==> src/rtl/led_pwm_ctrl.sv <==
// LED PWM controller: register file, prescaled PWM counter and per-channel mode mux.
// Optional blink logic is built when LED_PWM_BLINK_EN is defined; led is registered (1 clk).
module led_pwm_ctrl #(
  parameter int NUM_LED            = 4,
  parameter int PWM_BITS           = 8,
  parameter int C_S_AXI_DATA_WIDTH = 32,
  parameter int C_S_AXI_ADDR_WIDTH = 6
) (
  input  logic                          clk,
  input  logic                          reset,
  input  logic                          wr_en,
  input  logic [C_S_AXI_ADDR_WIDTH-1:0] wr_addr,
  input  logic [C_S_AXI_DATA_WIDTH-1:0] wr_data,
  input  logic [C_S_AXI_ADDR_WIDTH-1:0] rd_addr,
  output logic [C_S_AXI_DATA_WIDTH-1:0] rd_data,
  output logic [NUM_LED-1:0]            led
);

  localparam logic [PWM_BITS-1:0] PWM_MAX = '1;

  logic                en;
  logic [15:0]         prescale;
  logic [15:0]         pre_cnt;
  logic [PWM_BITS-1:0] pwm_cnt;
  logic [1:0]          mode [NUM_LED];
  logic [PWM_BITS-1:0] duty [NUM_LED];
  logic                blink_phase;
  logic [15:0]         blink_rd;

  logic [3:0]          wr_idx;
  logic [3:0]          rd_idx;
  logic                wr_ctrl;
  logic                wr_pre;
  logic                clr;
  logic                tick;
  logic                wrap;
  logic [NUM_LED-1:0]  pwm;
  logic [NUM_LED-1:0]  led_nxt;
  logic                unused_bits;

  assign wr_idx  = wr_addr[5:2];
  assign rd_idx  = rd_addr[5:2];
  assign wr_ctrl = wr_en && (wr_idx == 4'd0);
  assign wr_pre  = wr_en && (wr_idx == 4'd1);
  assign clr     = wr_ctrl && wr_data[1];
  assign tick    = en && (pre_cnt == prescale);
  assign wrap    = tick && (pwm_cnt == PWM_MAX);

  // Address low bits and upper data bits carry no information here.
  assign unused_bits = ^{wr_addr, rd_addr, wr_data};

  always_ff @(posedge clk or posedge reset) begin
    if (reset) begin
      en       <= 1'b0;
      prescale <= '0;
    end else begin
      if (wr_ctrl) en       <= wr_data[0];
      if (wr_pre)  prescale <= wr_data[15:0];
    end
  end

  always_ff @(posedge clk or posedge reset) begin
    if (reset) begin
      for (int i = 0; i < NUM_LED; i++) begin
        mode[i] <= '0;
        duty[i] <= '0;
      end
    end else if (wr_en) begin
      for (int i = 0; i < NUM_LED; i++) begin
        if (wr_idx == 4'(4 + i)) begin
          mode[i] <= wr_data[1:0];
          duty[i] <= wr_data[8 +: PWM_BITS];
        end
      end
    end
  end

  // CLR and a PRESCALE write in the same cycle both land on zero, so one clear suffices.
  always_ff @(posedge clk or posedge reset) begin
    if (reset) begin
      pre_cnt <= '0;
      pwm_cnt <= '0;
    end else if (!en || clr) begin
      pre_cnt <= '0;
      pwm_cnt <= '0;
    end else begin
      if (wr_pre || tick) pre_cnt <= '0;
      else                pre_cnt <= pre_cnt + 16'd1;
      if (tick)           pwm_cnt <= pwm_cnt + 1'b1;
    end
  end

`ifdef LED_PWM_BLINK_EN
  logic [15:0] blink_half;
  logic [15:0] blink_cnt;

  always_ff @(posedge clk or posedge reset) begin
    if (reset) begin
      blink_half <= '0;
    end else if (wr_en && (wr_idx == 4'd2)) begin
      blink_half <= wr_data[15:0];
    end
  end

  always_ff @(posedge clk or posedge reset) begin
    if (reset) begin
      blink_cnt   <= '0;
      blink_phase <= 1'b0;
    end else if (!en || clr) begin
      blink_cnt   <= '0;
      blink_phase <= 1'b0;
    end else if (wrap) begin
      if (blink_cnt == blink_half) begin
        blink_cnt   <= '0;
        blink_phase <= ~blink_phase;
      end else begin
        blink_cnt <= blink_cnt + 16'd1;
      end
    end
  end

  assign blink_rd = blink_half;
`else
  // Without blink support mode 3 collapses onto plain PWM.
  assign blink_phase = 1'b1;
  assign blink_rd    = '0;
`endif

  always_comb begin
    pwm = '0;
    for (int i = 0; i < NUM_LED; i++) pwm[i] = (pwm_cnt < duty[i]);
  end

  always_comb begin
    led_nxt = '0;
    for (int i = 0; i < NUM_LED; i++) begin
      case (mode[i])
        2'd1:    led_nxt[i] = 1'b1;
        2'd2:    led_nxt[i] = pwm[i];
        2'd3:    led_nxt[i] = pwm[i] & blink_phase;
        default: led_nxt[i] = 1'b0;
      endcase
    end
    if (!en) led_nxt = '0;
  end

  always_ff @(posedge clk or posedge reset) begin
    if (reset) led <= '0;
    else       led <= led_nxt;
  end

  always_comb begin
    rd_data = '0;
    case (rd_idx)
      4'd0:    rd_data[0]         = en;
      4'd1:    rd_data[15:0]      = prescale;
      4'd2:    rd_data[15:0]      = blink_rd;
      4'd3:    rd_data[NUM_LED-1:0] = led;
      default: begin
        for (int i = 0; i < NUM_LED; i++) begin
          if (rd_idx == 4'(4 + i)) begin
            rd_data[1:0]           = mode[i];
            rd_data[8 +: PWM_BITS] = duty[i];
          end
        end
      end
    endcase
  end

endmodule

==> config.mk <==
export PLATFORM = sky130hd
export DESIGN_NAME = led_pwm_ctrl
export DESIGN_NICKNAME = d
export VERILOG_FILES = /design/src/rtl/led_pwm_ctrl.sv
export SDC_FILE = /design/constraint.sdc
export NUM_CORES = 1
export LEC_CHECK = 0
export CAP_MARGIN = 20
export CORE_MARGIN = 4
export CORE_UTILIZATION = 60
export CTS_BUF_LIST = sky130_fd_sc_hd__clkbuf_2 sky130_fd_sc_hd__clkbuf_4 sky130_fd_sc_hd__clkbuf_8
export CTS_CLUSTER_SIZE = 24
export DETAILED_ROUTE_END_ITERATION = 10
export DONT_BUFFER_PORTS = 1
export GPL_TIMING_DRIVEN = 0
export PLACE_DENSITY = 0.79
export SETUP_SLACK_MARGIN = 0.5
export SLEW_MARGIN = 0
export SYNTH_ARGS = -nofsm -noshare
export SYNTH_HDL_FRONTEND = slang
export SYNTH_SLANG_ARGS = --single-unit
==> constraint.sdc <==
create_clock -name clk -period 2.9 [get_ports clk]
set_input_delay 0.58 -clock clk [delete_from_list [all_inputs] [get_ports clk]]
set_output_delay 0.58 -clock clk [all_outputs]
set_load 0.02 [all_outputs]
==> metrics.md <==
| Metric | Value |
|---|---|
| Outcome | `complete, no violations` |
| Chip Width | `98.9 µm` |
| Syn avg cell area | `10.1 µm²` |
| Drt wl/cell | `19.5 µm` |
| Sw Ratio | `0.320` |
| Fin. max-slew vios | `0` |
| Multi-input gate area | `2590 µm²` |
| Slew HR | `0.466` |
| Seq/Total Area, Yosys | `0.429` |
| Crit path from | `mode[0]$_DFFE_PP0P_` |
| Crit share post-route | `0.801` |
| Min cycle time layout | `2320 ps` |
| Layout area overhead | `10.8%` |
| Power Density | `613 nW/µm²` |
| Fill count | `597` |
| Vias in the first global route | `3724` |
| Leakage Power | `2.62 nW` |
| # DRC | `0` |
| Synthesized area | `4960 µm²` |
| DRT antenna net count | `0` |
| Port buffer count | `0` |
| Largest net degree at the start of global routing | `34` |
| Worst path arrival time | `1740 ps` |
| Reg power frac | `0.472` |
| Cell Area, Placed | `5180 µm²` |
| Fmax | `0.430 GHz` |
| Critical Path Max Stage Delay | `500 ps` |
| DRT Pass-1 Iters | `5` |
| DR iter-0 viols | `338` |
| Synth area leaders | `dfrtp_1, mux2_2, ha_1` |
| First-pass GRT wire length | `20100 µm` |
| Vias per cell | `5.95` |
| Sink count of the clock tree | `85` |
| Yosys synthesis warning count | `0` |
| Worst-Margin Slew | `798 ps` |
| Critical path, cell by cell | `inv_1 -> mux4_2 -> a211oi_2` |
| FFs w/ async S/R, synth | `1.00` |
| Core area | `7890 µm²` |
| Post-synthesis register bit count | `85` |
| Post-synth top area share | `0.429` |
| Reg2reg start | `pre_cnt[2]$_DFF_PP0_` |
| Antenna cell count | `0` |
| Initial core utilization | `0.628` |
| Design area | `5490 µm²` |
| Hpwl dp | `9250 µm` |
| Clock buffer depth | `2` |
| Ports | `83` |
| Root Buffer Master | `clkbuf_8` |
| Max VDD drop | `0.000404 V` |
| Nets | `600` |
| H-tree levels | `3` |
| Worst skew pair latency | `360 ps` |
| WP depth | `3` |
| Cell row count | `32` |
| Post-synth top cells | `dfrtp_1, mux2_2, nand2_1` |
| Fin Setup TNS | `0 ps` |
| Startpoint types | `flip-flop` |
| Critical path class | `flip-flop to output port` |
| CP top delay family | `multiplexers` |
| FF+latch area | `2130 µm²` |
| Hold slack | `200 ps` |
| Clock Power Share | `0.288` |
| Final-report setup violation count | `0` |
| R2R Setup Slk | `670 ps` |
| Via count | `3751` |
| Design Power | `3.37 mW` |
| R2r endpoint | `pre_cnt[13]$_DFF_PP0_` |
| Share of cells above drive strength 1 | `0.208` |
| Worst r2r path cells | `7` |
| Reg clk slew, reported paths | `80 ps` |
| Maxcap violations | `0` |
| Power Internal | `2.29 mW` |
| WL final | `12300 µm` |
| Synth cell types | `45` |
| GRT overflow | `0` |
| Synth Instances | `493` |
| Placer Congestion | `0.905` |
| Final Skew | `7.84 ps` |
| Crit path buffers/inverters | `1` |
| Crit-path slowest cell | `mux4_2` |
| Worst EP required | `2320 ps` |
| Switching power | `1.08 mW` |
| CTS tree | `done` |
| Die span in y | `98.9 µm` |
| Combinational Power Share | `0.240` |
| Worst min path class | `primary input to asynchronous set/reset pin` |
| Fin. Hold Viols | `0` |
| Unrepaired setup endpoints after global routing | `true` |
| Main flop type after synthesis | `dfrtp_1` |
| Most numerous cell in the Yosys netlist | `dfrtp_1` |
| Max Fanout on Critical Path | `2` |
| Worst setup EP type | `output port` |
| Post-synth top area cell | `dfrtp_1` |
| CTS Buf Count | `9` |
| GRT Util Overall | `0.263` |
| Die Area | `9780 µm²` |
| Post-synth EDFFs | `0` |
| Initial antenna violation count | `0` |
| CP endpoint | `rd_data[0]` |
-- final cells by class --
class / instances / area share
tap: 102 / 0.0232
multi-input combinational: 353 / 0.472
timing repair buffer: 4 / 0.0100
inverter: 38 / 0.0266
buffer: 32 / 0.0383
clock inverter: 5 / 0.0148
clock buffer: 11 / 0.0276
sequential: 85 / 0.387
-- sequential cells by signal, indices dropped and copies added, names as in the netlist --
register / count
duty: 32
en: 1
led: 4
mode: 8
pre_cnt: 16
prescale: 16
pwm_cnt: 8
-- logic make-up (layout without fill, tap and decap cells) --
group | after synthesis | after routing | synth area share
muxes | 50 | 50 | 0.117
buffers and inverters | 70 | 90 | 0.0692
adders and majority gates | 30 | 30 | 0.0757
DFF | 85 | 85 | 0.429
xor gates and xnor gates | 30 | 30 | 0.0545
other | 1 | 16 | 0.000756
and+or+nand+nor | 133 | 133 | 0.135
AOI/OAI and AO/OA | 94 | 94 | 0.119
-- power groups by stage --
| stage | registers, mW | logic (mW) | clock network [mW] |
|---|---|---|---|
| after floorplan | 1.55 | 0.620 | 0 |
| after global placement | 1.60 | 0.746 | 0 |
| after detailed placement | 1.61 | 0.782 | 0 |
| after CTS | 1.59 | 0.804 | 0.982 |
| after global routing | 1.62 | 0.901 | 1.05 |
| final | 1.59 | 0.809 | 0.971 |
-- metrics by stage --
stage	util	instances	worst slack [ps]
final	0.697	630	577
after global placement	0.652	610	92.8
after CTS	0.696	630	554
after floorplan	-	508	564
after detailed placement	0.657	612	30.3
after global routing	0.697	630	476
-- worst min-delay path by stage --
stage                                    from                    to  slack, ps
final                                   reset  pre_cnt[7]$_DFF_PP0_        200
after global routing                    reset  pre_cnt[7]$_DFF_PP0_        250
after CTS                               reset  pre_cnt[7]$_DFF_PP0_        210
after detailed placement  mode[0]$_DFFE_PP0P_   mode[0]$_DFFE_PP0P_        510
after global placement    mode[0]$_DFFE_PP0P_   mode[0]$_DFFE_PP0P_        490
after floorplan           mode[6]$_DFFE_PP0P_   mode[6]$_DFFE_PP0P_        480
-- routing by layer --
layer | vias to the layer above | global-route usage | share of wire
met5 | - | 0 | 0
met4 | 0 | 0.0630 | 0.025
met3 | 23 | 0.0679 | 0.083
met2 | 161 | 0.412 | 0.46
met1 | 1815 | 0.368 | 0.43
li1 | 1752 | - | -
-- cell usage in the layout, fill, tap and decap left out, drive strengths merged, types with 2 or more instances in the layout --
| cell type | n |
|---|---|
| and3b | 2 |
| nor3 | 6 |
| o311a | 3 |
| nand2 | 42 |
| nor2 | 29 |
| bufinv | 2 |
| mux2 | 42 |
| clkbuf | 23 |
| clkinvlp | 2 |
| nand3 | 13 |
| xnor2 | 10 |
| mux4 | 2 |
| o21ai | 41 |
| and3 | 8 |
| dfrtp | 85 |
| nor3b | 2 |
| nand4 | 6 |
| o21a | 2 |
| buf | 24 |
| inv | 38 |
| a21o | 12 |
| a21oi | 11 |
| ha | 30 |
| o31ai | 2 |
| nor4b | 3 |
| mux2i | 6 |
| nor4 | 2 |
| a22oi | 16 |
| nand3b | 5 |
| a31o | 2 |
| conb | 16 |
| xor2 | 20 |
| nand2b | 8 |
| and2 | 2 |
-- what timing repair did --
action | in CTS | in global routing
gates cloned | 0 | 0
gates resized for setup | 20 | 3
endpoints found under the hold margin | 0 | 0
pin swaps | 1 | 1
hold buffers | 0 | 0
buffers inserted | 2 | 0
endpoints found under the setup margin | 15 | 7
-- worst register-to-register path, stage by stage, from the launching register on --
cell      delay (ps)
dfrtp_1          360
buf_2            160
xor2_1           170
nor4_2           290
nand3_1          330
o211ai_2         480
buf_4            270
nor2_1            70
Power figures use the tool's default switching activity.
